[config.mk]
export PLATFORM = sky130hd
export DESIGN_NAME = ids_word_matcher_flat
export DESIGN_NICKNAME = d
export VERILOG_FILES = /design/src/rtl/ids_word_matcher_pkg.sv /design/src/rtl/ids_word_matcher_if.sv /design/src/rtl/ids_fallthrough_fifo.sv /design/src/rtl/ids_word_matcher.sv /design/src/flat_wrapper.sv
export SDC_FILE = /design/constraint.sdc
export NUM_CORES = 1
export LEC_CHECK = 0
export CORE_ASPECT_RATIO = 1.75
export CORE_MARGIN = 2
export CORE_UTILIZATION = 37
export DETAILED_ROUTE_END_ITERATION = 16
export PLACE_DENSITY = 0.62
export SLEW_MARGIN = 20
export SYNTH_ARGS = -nofsm -noshare
export SYNTH_HDL_FRONTEND = slang
export SYNTH_SLANG_ARGS = --single-unit
[constraint.sdc]
create_clock -name clk -period 5.2 [get_ports clk]
set_clock_uncertainty 0.2 [all_clocks]
set_input_delay 1.04 -clock clk [delete_from_list [all_inputs] [get_ports clk]]
set_output_delay 1.04 -clock clk [all_outputs]
set_load 0.1 [all_outputs]
[src/rtl/ids_word_matcher_pkg.sv]
// Shared constants and types for the IDS word matcher.
// Holds register indices, parser state encoding, ring widths and the compare helper.
// No logic of its own; imported by the matcher top.
package ids_word_matcher_pkg;

    localparam int UDP_REG_ADDR_WIDTH  = 23;
    localparam int CPCI_NF2_DATA_WIDTH = 32;

    // Register word index within the block (addr[2:0]).
    localparam logic [2:0] IDX_PAT_HI    = 3'd0;
    localparam logic [2:0] IDX_PAT_LO    = 3'd1;
    localparam logic [2:0] IDX_PKT_CNT   = 3'd2;
    localparam logic [2:0] IDX_MATCH_CNT = 3'd3;
    localparam logic [2:0] IDX_CTRL      = 3'd4;
    localparam logic [2:0] IDX_MASK_HI   = 3'd5;
    localparam logic [2:0] IDX_MASK_LO   = 3'd6;

    // Returned for indices with no register behind them.
    localparam logic [CPCI_NF2_DATA_WIDTH-1:0] UNMAPPED_RD_DATA = 32'hDEADBEEF;

    typedef enum logic {
        HDR     = 1'b0,
        PAYLOAD = 1'b1
    } parse_state_e;

    // Masked equality: bits cleared in mask never cause a miss.
    function automatic logic word_hit(input logic [63:0] word,
                                      input logic [63:0] pattern,
                                      input logic [63:0] mask);
        return ((word ^ pattern) & mask) == 64'd0;
    endfunction

endpackage

[src/rtl/ids_word_matcher_if.sv]
// Packet stream bundle: data, ctrl, write strobe and reverse ready.
// master drives data/ctrl/wr and samples rdy; slave is the mirror image.
// Pure wiring, no latency or storage.
interface ids_word_matcher_if #(
    parameter int DATA_WIDTH = 64,
    parameter int CTRL_WIDTH = DATA_WIDTH / 8
);
    logic [DATA_WIDTH-1:0] data;
    logic [CTRL_WIDTH-1:0] ctrl;
    logic                  wr;
    logic                  rdy;

    modport master (output data, output ctrl, output wr, input rdy);
    modport slave  (input data, input ctrl, input wr, output rdy);
endinterface

[src/rtl/ids_fallthrough_fifo.sv]
// Small circular FIFO; dout shows the head entry whenever empty is low.
// Latency: a word written on one edge is readable in the following cycle.
// Backpressure: writes while full and reads while empty are dropped; nearly_full = at most one free slot.
module ids_fallthrough_fifo #(
    parameter int WIDTH      = 72,
    parameter int DEPTH_BITS = 2
) (
    input  logic             clk,
    input  logic             reset,
    input  logic [WIDTH-1:0] din,
    input  logic             wr_en,
    input  logic             rd_en,
    output logic [WIDTH-1:0] dout,
    output logic             empty,
    output logic             full,
    output logic             nearly_full
);
    localparam int DEPTH = 1 << DEPTH_BITS;
    localparam logic [DEPTH_BITS:0] CNT_FULL = (DEPTH_BITS + 1)'(DEPTH);
    localparam logic [DEPTH_BITS:0] CNT_NF   = (DEPTH_BITS + 1)'(DEPTH - 1);

    logic [WIDTH-1:0]      mem [DEPTH];
    logic [DEPTH_BITS-1:0] wr_ptr_q, wr_ptr_d, rd_ptr_q, rd_ptr_d;
    logic [DEPTH_BITS:0]   count_q, count_d;
    logic                  do_wr, do_rd;

    assign empty       = (count_q == '0);
    assign full        = (count_q == CNT_FULL);
    assign nearly_full = (count_q >= CNT_NF);
    assign dout        = mem[rd_ptr_q];

    always_comb begin
        do_wr    = wr_en && !full;
        do_rd    = rd_en && !empty;
        wr_ptr_d = wr_ptr_q;
        rd_ptr_d = rd_ptr_q;
        count_d  = count_q;
        if (do_wr) wr_ptr_d = wr_ptr_q + 1'b1;
        if (do_rd) rd_ptr_d = rd_ptr_q + 1'b1;
        if (do_wr && !do_rd)      count_d = count_q + 1'b1;
        else if (!do_wr && do_rd) count_d = count_q - 1'b1;
    end

    always_ff @(posedge clk) begin
        if (reset) begin
            wr_ptr_q <= '0;
            rd_ptr_q <= '0;
            count_q  <= '0;
        end else begin
            wr_ptr_q <= wr_ptr_d;
            rd_ptr_q <= rd_ptr_d;
            count_q  <= count_d;
        end
    end

    // Storage needs no reset: the pointers alone define what is valid.
    always_ff @(posedge clk) begin
        if (do_wr) mem[wr_ptr_q] <= din;
    end

endmodule

[src/rtl/ids_word_matcher.sv]
// Forwards packets unchanged through a 4-entry FIFO, counting packets and packets with a 64-bit pattern hit.
// Latency: 2 cycles in_if.wr -> out_if.wr (FIFO write, then registered pop); ring outputs 1 cycle.
// Backpressure: in_if.rdy drops with one FIFO slot left; a word pops only while out_if.rdy is high.
// Ports: clk/reset (sync, active high), in_if (slave stream), out_if (master stream), reg_*_in/out UDP register ring.
// Build option IDS_MASK_EN adds mask_hi/mask_lo registers (indices 5/6) for a masked compare.
module ids_word_matcher
    import ids_word_matcher_pkg::*;
#(
    parameter int DATA_WIDTH        = 64,
    parameter int CTRL_WIDTH        = DATA_WIDTH / 8,
    parameter int UDP_REG_SRC_WIDTH = 2,
    parameter logic [UDP_REG_ADDR_WIDTH-1:0] BLOCK_ADDR = 23'h000100,
    parameter int FIFO_DEPTH_BITS   = 2
) (
    input  logic                           clk,
    input  logic                           reset,
    ids_word_matcher_if.slave              in_if,
    ids_word_matcher_if.master             out_if,
    input  logic                           reg_req_in,
    input  logic                           reg_ack_in,
    input  logic                           reg_rd_wr_L_in,
    input  logic [UDP_REG_ADDR_WIDTH-1:0]  reg_addr_in,
    input  logic [CPCI_NF2_DATA_WIDTH-1:0] reg_data_in,
    input  logic [UDP_REG_SRC_WIDTH-1:0]   reg_src_in,
    output logic                           reg_req_out,
    output logic                           reg_ack_out,
    output logic                           reg_rd_wr_L_out,
    output logic [UDP_REG_ADDR_WIDTH-1:0]  reg_addr_out,
    output logic [CPCI_NF2_DATA_WIDTH-1:0] reg_data_out,
    output logic [UDP_REG_SRC_WIDTH-1:0]   reg_src_out
);
    localparam int FIFO_W = DATA_WIDTH + CTRL_WIDTH;

    // ---------------- datapath FIFO and output register ----------------
    logic              fifo_rd, fifo_empty, fifo_full, fifo_nearly_full, in_accept;
    logic [FIFO_W-1:0] fifo_dout;

    assign in_accept = in_if.wr && !fifo_full;
    assign in_if.rdy = !fifo_nearly_full;
    assign fifo_rd   = !fifo_empty && out_if.rdy;

    ids_fallthrough_fifo #(.WIDTH(FIFO_W), .DEPTH_BITS(FIFO_DEPTH_BITS)) u_fifo (
        .clk         (clk),
        .reset       (reset),
        .din         ({in_if.ctrl, in_if.data}),
        .wr_en       (in_if.wr),
        .rd_en       (fifo_rd),
        .dout        (fifo_dout),
        .empty       (fifo_empty),
        .full        (fifo_full),
        .nearly_full (fifo_nearly_full)
    );

    logic                  out_wr_q, out_wr_d;
    logic [DATA_WIDTH-1:0] out_data_q, out_data_d;
    logic [CTRL_WIDTH-1:0] out_ctrl_q, out_ctrl_d;

    assign out_if.wr   = out_wr_q;
    assign out_if.data = out_data_q;
    assign out_if.ctrl = out_ctrl_q;

    // ---------------- parser, counters and registers ----------------
    parse_state_e state_q, state_d;
    logic         pkt_hit_q, pkt_hit_d, word_match;
    logic [31:0]  pkt_cnt_q, pkt_cnt_d, match_cnt_q, match_cnt_d;
    logic [31:0]  pat_hi_q, pat_hi_d, pat_lo_q, pat_lo_d, rd_val;
    logic [63:0]  cmp_mask;
    logic         ring_hit, reg_wr;
    logic [2:0]   reg_idx;

`ifdef IDS_MASK_EN
    logic [31:0] mask_hi_q, mask_hi_d, mask_lo_q, mask_lo_d;
    assign cmp_mask = {mask_hi_q, mask_lo_q};
`else
    assign cmp_mask = '1;
`endif

    // Ring outputs are all registered.
    logic                           req_out_q, req_out_d, ack_out_q, ack_out_d, rdwr_out_q, rdwr_out_d;
    logic [UDP_REG_ADDR_WIDTH-1:0]  addr_out_q, addr_out_d;
    logic [CPCI_NF2_DATA_WIDTH-1:0] data_out_q, data_out_d;
    logic [UDP_REG_SRC_WIDTH-1:0]   src_out_q, src_out_d;

    assign reg_req_out     = req_out_q;
    assign reg_ack_out     = ack_out_q;
    assign reg_rd_wr_L_out = rdwr_out_q;
    assign reg_addr_out    = addr_out_q;
    assign reg_data_out    = data_out_q;
    assign reg_src_out     = src_out_q;

    // A request already acked upstream is passed on untouched even if it targets this block.
    assign ring_hit = reg_req_in && !reg_ack_in &&
                      (reg_addr_in[UDP_REG_ADDR_WIDTH-1:3] == BLOCK_ADDR[UDP_REG_ADDR_WIDTH-1:3]);
    assign reg_wr   = ring_hit && !reg_rd_wr_L_in;
    assign reg_idx  = reg_addr_in[2:0];

    always_comb begin
        rd_val = UNMAPPED_RD_DATA;
        case (reg_idx)
            IDX_PAT_HI:    rd_val = pat_hi_q;
            IDX_PAT_LO:    rd_val = pat_lo_q;
            IDX_PKT_CNT:   rd_val = pkt_cnt_q;
            IDX_MATCH_CNT: rd_val = match_cnt_q;
            IDX_CTRL:      rd_val = '0;
`ifdef IDS_MASK_EN
            IDX_MASK_HI:   rd_val = mask_hi_q;
            IDX_MASK_LO:   rd_val = mask_lo_q;
`endif
            default:       ;
        endcase
    end

    always_comb begin
        out_wr_d   = fifo_rd;
        out_data_d = out_data_q;
        out_ctrl_d = out_ctrl_q;
        if (fifo_rd) {out_ctrl_d, out_data_d} = fifo_dout;

        state_d     = state_q;
        pkt_hit_d   = pkt_hit_q;
        pkt_cnt_d   = pkt_cnt_q;
        match_cnt_d = match_cnt_q;
        pat_hi_d    = pat_hi_q;
        pat_lo_d    = pat_lo_q;
`ifdef IDS_MASK_EN
        mask_hi_d   = mask_hi_q;
        mask_lo_d   = mask_lo_q;
`endif
        word_match  = word_hit(in_if.data, {pat_hi_q, pat_lo_q}, cmp_mask);

        // Only words the FIFO actually took are parsed, so counts track the forwarded stream.
        if (in_accept) begin
            case (state_q)
                HDR: begin
                    if (in_if.ctrl == '0) begin
                        state_d   = PAYLOAD;
                        pkt_hit_d = word_match;
                    end
                end
                PAYLOAD: begin
                    pkt_hit_d = pkt_hit_q | word_match;
                    if (in_if.ctrl != '0) begin
                        state_d     = HDR;
                        pkt_cnt_d   = pkt_cnt_q + 32'd1;
                        match_cnt_d = match_cnt_q + {31'd0, pkt_hit_d};
                    end
                end
                default: state_d = HDR;
            endcase
        end

        // Applied after the parser so a clear overrides a same-cycle EOP increment.
        if (reg_wr) begin
            case (reg_idx)
                IDX_PAT_HI: pat_hi_d = reg_data_in;
                IDX_PAT_LO: pat_lo_d = reg_data_in;
                IDX_CTRL: begin
                    if (reg_data_in[0]) begin
                        pkt_cnt_d   = '0;
                        match_cnt_d = '0;
                    end
                end
`ifdef IDS_MASK_EN
                IDX_MASK_HI: mask_hi_d = reg_data_in;
                IDX_MASK_LO: mask_lo_d = reg_data_in;
`endif
                default: ;
            endcase
        end

        req_out_d  = reg_req_in;
        ack_out_d  = reg_ack_in || ring_hit;
        rdwr_out_d = reg_rd_wr_L_in;
        addr_out_d = reg_addr_in;
        src_out_d  = reg_src_in;
        data_out_d = (ring_hit && reg_rd_wr_L_in) ? rd_val : reg_data_in;
    end

    always_ff @(posedge clk) begin
        if (reset) begin
            out_wr_q    <= 1'b0;
            out_data_q  <= '0;
            out_ctrl_q  <= '0;
            state_q     <= HDR;
            pkt_hit_q   <= 1'b0;
            pkt_cnt_q   <= '0;
            match_cnt_q <= '0;
            pat_hi_q    <= '0;
            pat_lo_q    <= '0;
`ifdef IDS_MASK_EN
            mask_hi_q   <= '1;
            mask_lo_q   <= '1;
`endif
            req_out_q   <= 1'b0;
            ack_out_q   <= 1'b0;
            rdwr_out_q  <= 1'b0;
            addr_out_q  <= '0;
            data_out_q  <= '0;
            src_out_q   <= '0;
        end else begin
            out_wr_q    <= out_wr_d;
            out_data_q  <= out_data_d;
            out_ctrl_q  <= out_ctrl_d;
            state_q     <= state_d;
            pkt_hit_q   <= pkt_hit_d;
            pkt_cnt_q   <= pkt_cnt_d;
            match_cnt_q <= match_cnt_d;
            pat_hi_q    <= pat_hi_d;
            pat_lo_q    <= pat_lo_d;
`ifdef IDS_MASK_EN
            mask_hi_q   <= mask_hi_d;
            mask_lo_q   <= mask_lo_d;
`endif
            req_out_q   <= req_out_d;
            ack_out_q   <= ack_out_d;
            rdwr_out_q  <= rdwr_out_d;
            addr_out_q  <= addr_out_d;
            data_out_q  <= data_out_d;
            src_out_q   <= src_out_d;
        end
    end

endmodule

[src/flat_wrapper.sv]
// flat-port wrapper written by rule: the top's interface ports become plain ports
module ids_word_matcher_flat import ids_word_matcher_pkg::*;
#(
    parameter int DATA_WIDTH        = 64,
    parameter int CTRL_WIDTH        = DATA_WIDTH / 8,
    parameter int UDP_REG_SRC_WIDTH = 2,
    parameter logic [UDP_REG_ADDR_WIDTH-1:0] BLOCK_ADDR = 23'h000100,
    parameter int FIFO_DEPTH_BITS   = 2
)
  (clk, reset, reg_req_in, reg_ack_in, reg_rd_wr_L_in, reg_addr_in, reg_data_in, reg_src_in, reg_req_out, reg_ack_out, reg_rd_wr_L_out, reg_addr_out, reg_data_out, reg_src_out, in_if_data, in_if_ctrl, in_if_wr, in_if_rdy, out_if_data, out_if_ctrl, out_if_wr, out_if_rdy);
  ids_word_matcher_if #(.DATA_WIDTH(DATA_WIDTH), .CTRL_WIDTH(CTRL_WIDTH)) in_if_i ();
  ids_word_matcher_if #(.DATA_WIDTH(DATA_WIDTH), .CTRL_WIDTH(CTRL_WIDTH)) out_if_i ();
  input  logic clk;
  input  logic reset;
  input  logic reg_req_in;
  input  logic reg_ack_in;
  input  logic reg_rd_wr_L_in;
  input  logic [UDP_REG_ADDR_WIDTH-1:0] reg_addr_in;
  input  logic [CPCI_NF2_DATA_WIDTH-1:0] reg_data_in;
  input  logic [UDP_REG_SRC_WIDTH-1:0] reg_src_in;
  output logic reg_req_out;
  output logic reg_ack_out;
  output logic reg_rd_wr_L_out;
  output logic [UDP_REG_ADDR_WIDTH-1:0] reg_addr_out;
  output logic [CPCI_NF2_DATA_WIDTH-1:0] reg_data_out;
  output logic [UDP_REG_SRC_WIDTH-1:0] reg_src_out;
  input wire logic [$bits(in_if_i.data)-1:0] in_if_data;
  input wire logic [$bits(in_if_i.ctrl)-1:0] in_if_ctrl;
  input wire logic [$bits(in_if_i.wr)-1:0] in_if_wr;
  output wire logic [$bits(in_if_i.rdy)-1:0] in_if_rdy;
  output wire logic [$bits(out_if_i.data)-1:0] out_if_data;
  output wire logic [$bits(out_if_i.ctrl)-1:0] out_if_ctrl;
  output wire logic [$bits(out_if_i.wr)-1:0] out_if_wr;
  input wire logic [$bits(out_if_i.rdy)-1:0] out_if_rdy;
  assign in_if_i.data = in_if_data;
  assign in_if_i.ctrl = in_if_ctrl;
  assign in_if_i.wr = in_if_wr;
  assign in_if_rdy = in_if_i.rdy;
  assign out_if_data = out_if_i.data;
  assign out_if_ctrl = out_if_i.ctrl;
  assign out_if_wr = out_if_i.wr;
  assign out_if_i.rdy = out_if_rdy;
  ids_word_matcher #(.DATA_WIDTH(DATA_WIDTH), .CTRL_WIDTH(CTRL_WIDTH), .UDP_REG_SRC_WIDTH(UDP_REG_SRC_WIDTH), .BLOCK_ADDR(BLOCK_ADDR), .FIFO_DEPTH_BITS(FIFO_DEPTH_BITS)) u_core (.clk(clk), .reset(reset), .in_if(in_if_i), .out_if(out_if_i), .reg_req_in(reg_req_in), .reg_ack_in(reg_ack_in), .reg_rd_wr_L_in(reg_rd_wr_L_in), .reg_addr_in(reg_addr_in), .reg_data_in(reg_data_in), .reg_src_in(reg_src_in), .reg_req_out(reg_req_out), .reg_ack_out(reg_ack_out), .reg_rd_wr_L_out(reg_rd_wr_L_out), .reg_addr_out(reg_addr_out), .reg_data_out(reg_data_out), .reg_src_out(reg_src_out));
endmodule
==> flow_metrics.py, run 1 <==
metrics = {
    "status": {
        "status": "finished, final reports clean",
    },
    "drt": {
        "drc": 0,
        "ant_nets": 0,
        "drtIter0Drc": 988,
        "vias": 15000,
        "first_pass_iters": 5,
        "totalWireLength_mm": 63.3,
        "wl_per_cell_um": 22.0,
        "via_per_inst": 5.21,
    },
    "setup_path": {
        "crit_path_max_fanout": 15,
        "worst_setup_path_start_kind": "input pin",
        "cp_top_family": "simple AND/OR/NAND/NOR gates",
        "crit_path_top_delay_cell": "clkdlybuf4s50_1",
        "rr_worst_depth": 13,
        "path_class": "input pin to flip-flop",
        "r2r_start": "u_core.pat_hi_q[28]",
        "arrival_ns": 4.75,
        "required_ns": 5.46,
        "worstReg2RegEnd": "u_core.match_cnt_q[22]",
        "worstPathCellList": "clkdlybuf4s50_1 > and2b_1 > a2111o_1 > a2111oi_2 > nand4_1 > or4_1 > or2b_1 > ha_1 > ha_1 > nand4_1 > buf_4 > nor4_1 > xnor2_1 > nor2_1",
        "worst-path-buf-inv": 2,
        "regToRegSetupSlack_ns": 1.43,
        "endpoint_kind": "flip-flop",
        "cpPeakStageDelay_ns": 0.62,
    },
    "placement": {
        "place_area_um2": 25600,
        "io_buffers": 269,
        "dp_hpwl_mm": 45.0,
        "pre_cts_slack_ns": 0.152,
        "gp_congestion": 0.924,
    },
    "min_path": {
        "hold_path_class": "flip-flop to flip-flop",
        "hp-start": "u_core.out_if.data[33]",
        "whs_path_depth": 2,
        "hold_path_end": "u_core.out_if.data[33]",
    },
    "sta": {
        "rsz0062_at_grt": "no",
        "hold_violations": 0,
        "maxSlewViolCount": 0,
        "period_share_pct": 86.4,
        "period_minus_slack_ns": 4.49,
        "worst_slack_ns": 0.709,
        "maxSlewHeadroom_pct": 30.8,
        "finalSetupTns_ns": 0,
        "tightest_slew_ns": 1.03,
        "fmax_mhz": 223,
        "setup_violations": 0,
    },
    "run": {
        "drv_cap": 0,
    },
    "die": {
        "dieWidth_um": 189,
        "io_pins": 270,
        "die_y_um": 327,
        "core-area_um2": 59100,
        "num_rows": 118,
        "initial_utilization_pct": 37.4,
        "design.die.area_um2": 61800,
    },
    "clock_tree": {
        "post_cts_resized": 0,
        "cts.sinks": 558,
        "cts_hold_repair.buffers": 0,
        "cts_buffers": 52,
        "clkTransAtPathRegs_ns": 0.06,
        "cts_tree": "yes",
        "cts_buffer_depth": 3,
        "cts_root_buf": "clkbuf_16",
        "cts_setup_buffers": 0,
        "clk_latency_ns": 0.60,
        "htreeDepth": 2,
    },
    "synthesis": {
        "ys_top_cells_by_count": "nand2_1, edfxtp_1, dfxtp_1",
        "synth_flop_cell": "edfxtp_1",
        "synth_top_cell_by_area": "edfxtp_1",
        "synth_cell_types": 54,
        "yosys-top-cells-area": "edfxtp_1, dfxtp_1, mux4_2, nand2_1, a21oi_1",
        "ys_seq_area_share_pct": 63.6,
        "syn_nets": 1944,
        "synthesis.area_um2": 22100,
        "yosysMostFrequentCell": "nand2_1",
        "syn_inst": 1799,
        "async_flop_share_pct": 0,
        "ys_ff_latch": 558,
        "syn_area_per_cell_um2": 12.3,
        "ys_warn_count": 0,
        "synth_edf_count": 288,
        "synth_top_area_share_pct": 39.1,
    },
    "final_layout": {
        "synthToLayoutAreaGrowth_pct": 23.9,
        "stdcell_area_um2": 27400,
        "fin_util_pct": 46.3,
        "drive_above_1_share_pct": 10.4,
        "fin_nets": 2189,
    },
    "power": {
        "p_total_uw": 12400,
        "power_leakage_uw": 0.00918,
        "ir_worst_vdd_v": 0.000361,
        "power.density_nw_per_um2": 454,
    },
    "global_routing": {
        "antenna_found_initial": 12,
        "grt_start_max_net_pins": 115,
        "overflow": 0,
        "grt_pass1_wl_mm": 93.8,
        "grt_pass1_vias": 15000,
        "track_usage_pct": 20.1,
    },
}
## layout by cell type, fill, tap and decap left out, types with 5 or more instances in the layout
master and instances:
dfxtp_1 268, diode_2 6, nand3_1 14, buf_4 33
mux2i_1 29, xor2_1 71, inv_1 24, clkinv_2 6
o21ai_0 17, nor2_1 89, edfxtp_1 288, clkbuf_1 17
xnor2_1 36, nor4_1 34, or3_1 15, nand2_1 327
ha_1 8, mux4_2 80, and4_1 8, clkdlybuf4s50_1 266
nand4_1 18, nand3b_1 9, nor2b_1 54, bufinv_16 5
clkbuf_16 52, o221ai_1 22, nor3_1 15, clkbuf_8 7
a21oi_1 208
## layer usage
layer | track usage, % | part of all wire, %
met2 | 35.9 | 52
met3 | 3.17 | 5.0
met4 | 9.31 | 4.0
met1 | 23.6 | 39
met5 | 0 | 0.12
## power breakdown
group / internal (uW) / switching, uW / total (uW)
Sequential: 5090 / 240 / 5330
Clock: 2220 / 1680 / 3900
Combinational: 986 / 2220 / 3200
Total: 8290 / 4140 / 12400
## logic make-up after synthesis
group                      synth area share (%)
DFF                                        63.6
adders and majority gates                 0.544
and+or+nand+nor                            13.2
muxes                                      9.47
buffers and inverters                      2.43
AOI/OAI and AO/OA                          6.48
xor gates and xnor gates                   4.24
## registers in the layout (all words and copies together), names as in the netlist
register and flops:
u_core.u_fifo.mem 288, u_core.out_if.data 64, u_core.match_cnt_q 32, u_core.pat_hi_q 32
u_core.pat_lo_q 32, u_core.pkt_cnt_q 32, u_core.reg_data_out 32, u_core.reg_addr_out 23
u_core.out_if.ctrl 8, u_core.u_fifo.count_q 3, u_core.reg_src_out 2, u_core.u_fifo.rd_ptr_q 2
u_core.u_fifo.wr_ptr_q 2, u_core.out_if.wr 1, u_core.pkt_hit_q 1, u_core.reg_ack_out 1
u_core.reg_rd_wr_L_out 1, u_core.reg_req_out 1, u_core.state_q 1
## metrics by stage
stage	cells	hold WS (ns)
floorplan	1799	0.232
global placement	2770	0.243
detailed placement	2770	0.247
CTS	2868	0.256
global route	2874	0.269
finish	2874	0.254
## worst max-delay path by stage
stage,from,endpoint,depth (start not counted)
finish,in_if_data[55],u_core.match_cnt_q[22],14
global route,in_if_data[55],u_core.match_cnt_q[20],14
CTS,in_if_data[55],u_core.match_cnt_q[20],14
detailed placement,in_if_data[55],u_core.match_cnt_q[31],13
global placement,in_if_data[55],u_core.match_cnt_q[31],13
floorplan,in_if_data[55],u_core.match_cnt_q[24],13
## area by class of cell
| cell class | count | area, um2 |
|---|---|---|
| well taps | 780 | 976 |
| clock buffers | 76 | 1460 |
| multi-input cells | 1104 | 7540 |
| flip-flops and latches | 558 | 14100 |
| clock inverters | 22 | 275 |
| fillers | 5299 | 31700 |
| diodes | 6 | 15.0 |
| repair buffers | 303 | 2950 |
| inverters | 25 | 93.8 |
## tightest hold or removal path: stages (launching register included)
cell	delay, ns
dfxtp_1	0.31
nand2_1	0.05
a21oi_1	0.05
Power figures use the tool's default switching activity.
==> inputs of run 2 (changes only) <==
--- a/config.mk
+++ b/config.mk
@@ -8,6 +8,7 @@
 export CORE_ASPECT_RATIO = 1.75
 export CORE_MARGIN = 2
 export CORE_UTILIZATION = 37
+export CTS_BUF_LIST = sky130_fd_sc_hd__clkbuf_8
 export DETAILED_ROUTE_END_ITERATION = 16
 export PLACE_DENSITY = 0.62
 export SLEW_MARGIN = 20
==> run 2 against run 1 <==
Utilization down 0.055 points. Hold slack worse by 0.0030 ns. Global-route usage up 0.24 points. Critical path type unchanged. Largest cell class unchanged. Die area unchanged. Combinational power about the same. Total power down 2.4%. Clock power down 7.7%. Flip-flop and latch count unchanged. Sequential share of layout area up 0.061 points. Wire length up 0.69%. Fmax up 2.9%. Worst setup slack better by 0.13 ns.
==> flow_metrics.py, run 2 (synthesis results as in run 1) <==
metrics = {
    "drt": {
        "totalWireLength_mm": 63.8,
        "ant_nets": 0,
        "drtIter0Drc": 893,
        "vias": 15300,
        "via_per_inst": 5.20,
        "first_pass_iters": 8,
        "drc": 0,
        "wl_per_cell_um": 21.7,
    },
    "sta": {
        "tightest_slew_ns": 1.03,
        "period_share_pct": 83.9,
        "setup_violations": 0,
        "rsz0062_at_grt": "no",
        "maxSlewViolCount": 0,
        "finalSetupTns_ns": 0,
        "maxSlewHeadroom_pct": 30.9,
        "hold_violations": 0,
        "period_minus_slack_ns": 4.36,
        "fmax_mhz": 229,
    },
    "die": {
        "io_pins": 270,
        "num_rows": 118,
        "initial_utilization_pct": 37.4,
        "design.die.area_um2": 61800,
        "dieWidth_um": 189,
        "die_y_um": 327,
        "core-area_um2": 59100,
    },
    "global_routing": {
        "grt_start_max_net_pins": 115,
        "antenna_found_initial": 14,
        "track_usage_pct": 20.4,
        "overflow": 0,
        "grt_pass1_vias": 15300,
        "grt_pass1_wl_mm": 94.5,
    },
    "placement": {
        "place_area_um2": 25600,
        "dp_hpwl_mm": 45.0,
        "gp_congestion": 0.924,
        "dp.cells": 2770,
        "io_buffers": 269,
    },
    "power": {
        "intPower_uw": 7970,
        "combPwrFrac_pct": 26.4,
        "sequentialPowerShare_pct": 43.9,
        "switching_share_pct": 34.3,
        "power_leakage_uw": 0.00932,
        "ir_worst_vdd_v": 0.000338,
        "power.density_nw_per_um2": 444,
        "p_clk_share_pct": 29.7,
        "p_switching_uw": 4160,
    },
    "setup_path": {
        "worstPathCellList": "clkdlybuf4s50_1 > and2b_1 > a2111o_1 > a2111oi_2 > nand4_1 > or4_1 > or2b_1 > ha_1 > and3_1 > and4_1 > nand2_1 > or3_1 > a21oi_1",
        "arrival_ns": 4.78,
        "endpoint_kind": "flip-flop",
        "crit_path_top_delay_cell": "clkdlybuf4s50_1",
        "required_ns": 5.62,
        "path_class": "input pin to flip-flop",
        "cpPeakStageDelay_ns": 0.64,
        "worst_setup_path_start_kind": "input pin",
        "crit_path_max_fanout": 6,
    },
    "final_layout": {
        "synthToLayoutAreaGrowth_pct": 23.7,
        "drive_above_1_share_pct": 12.0,
        "largest_reg_flops": 288,
        "top_register": "u_core.u_fifo.mem",
        "fill_cells": 5353,
        "layout_commonest_cell": "nand2_1",
        "fin_nets": 2222,
        "regArea_um2": 14100,
        "multiInputGateArea_um2": 7540,
        "stdcell_area_um2": 27300,
        "layout_common_cells": "nand2_1, edfxtp_1, dfxtp_1",
        "finalNonFillerCells": 2936,
    },
    "clock_tree": {
        "cts_root_buf": "clkbuf_8",
        "cts.sinks": 558,
        "cts_setup_buffers": 0,
        "htreeDepth": 3,
        "clk_latency_ns": 0.69,
        "cts_buffer_depth": 3,
        "cts_buffers": 85,
        "clkTransAtPathRegs_ns": 0.06,
        "cts_tree": "yes",
        "cts_hold_repair.buffers": 0,
        "post_cts_resized": 0,
    },
    "run": {
        "drv_cap": 0,
    },
    "min_path": {
        "hold_path_class": "flip-flop to flip-flop",
    },
    "status": {
        "status": "finished, final reports clean",
    },
}
## run 2: cell count changes in the layout (fill, tap and decap cells not counted), moves of 2 or more
cell	delta
clkbuf_8	+92
clkbuf_16	-52
inv_1	+29
clkbuf_1	-17
clkinv_1	+8
clkinv_2	+7
bufinv_16	-2
## run 2: layout make-up
type | instances | area share, %
Tap cell | 780 | 3.57
Timing Repair Buffer | 303 | 10.8
Inverter | 25 | 0.343
Clock buffer | 99 | 4.98
Antenna cell | 7 | 0.0641
Sequential cell | 558 | 51.4
Multi-Input combinational cell | 1104 | 27.6
Clock inverter | 60 | 1.24
## run 2: through the flow
step	setup slack (ns)	total power [uW]	utilization, %	hold WS, ns
floorplan	1.18	7740	-	0.232
global placement	0.172	8640	43.4	0.243
detailed placement	0.152	8680	43.4	0.247
CTS	0.862	12300	46.3	0.256
global route	0.631	12600	46.3	0.269
finish	0.835	12100	46.3	0.251
## run 2: worst paths after layout
kind	from	slack, ns	to	cells past startpoint
max	in_if_data[55]	0.84	u_core.match_cnt_q[31]	13
min	u_core.out_if.data[15]	0.25	u_core.out_if.data[15]	2
max reg2reg	u_core.pat_hi_q[28]	1.49	u_core.match_cnt_q[31]	12
min reg2reg	u_core.out_if.data[15]	0.25	u_core.out_if.data[15]	2
## run 2: layer usage
layer	up-vias	part of all wire (%)	track usage (%)
li1	7035	-	-
met4	14	3.8	9.70
met1	7508	38	23.4
met5	-	0.14	0
met3	136	5.8	4.10
met2	569	52	36.1
## run 2: worst max-delay path: cells and delay by family
kind | cells | cell delay, ns
and+or+nand+nor | 8 | 2.04
AOI/OAI and AO/OA | 3 | 0.89
buffers and inverters | 1 | 0.64
adders and majority gates | 1 | 0.18
## run 2: power by group through the flow
stage	logic, uW	clock network [uW]	registers [uW]
2_1_floorplan	1220	0	6520
3_3_place_gp	3220	0	5410
3_5_place_dp	3240	0	5440
4_1_cts	3250	3690	5340
5_1_grt	3370	3890	5380
6_report	3200	3600	5330
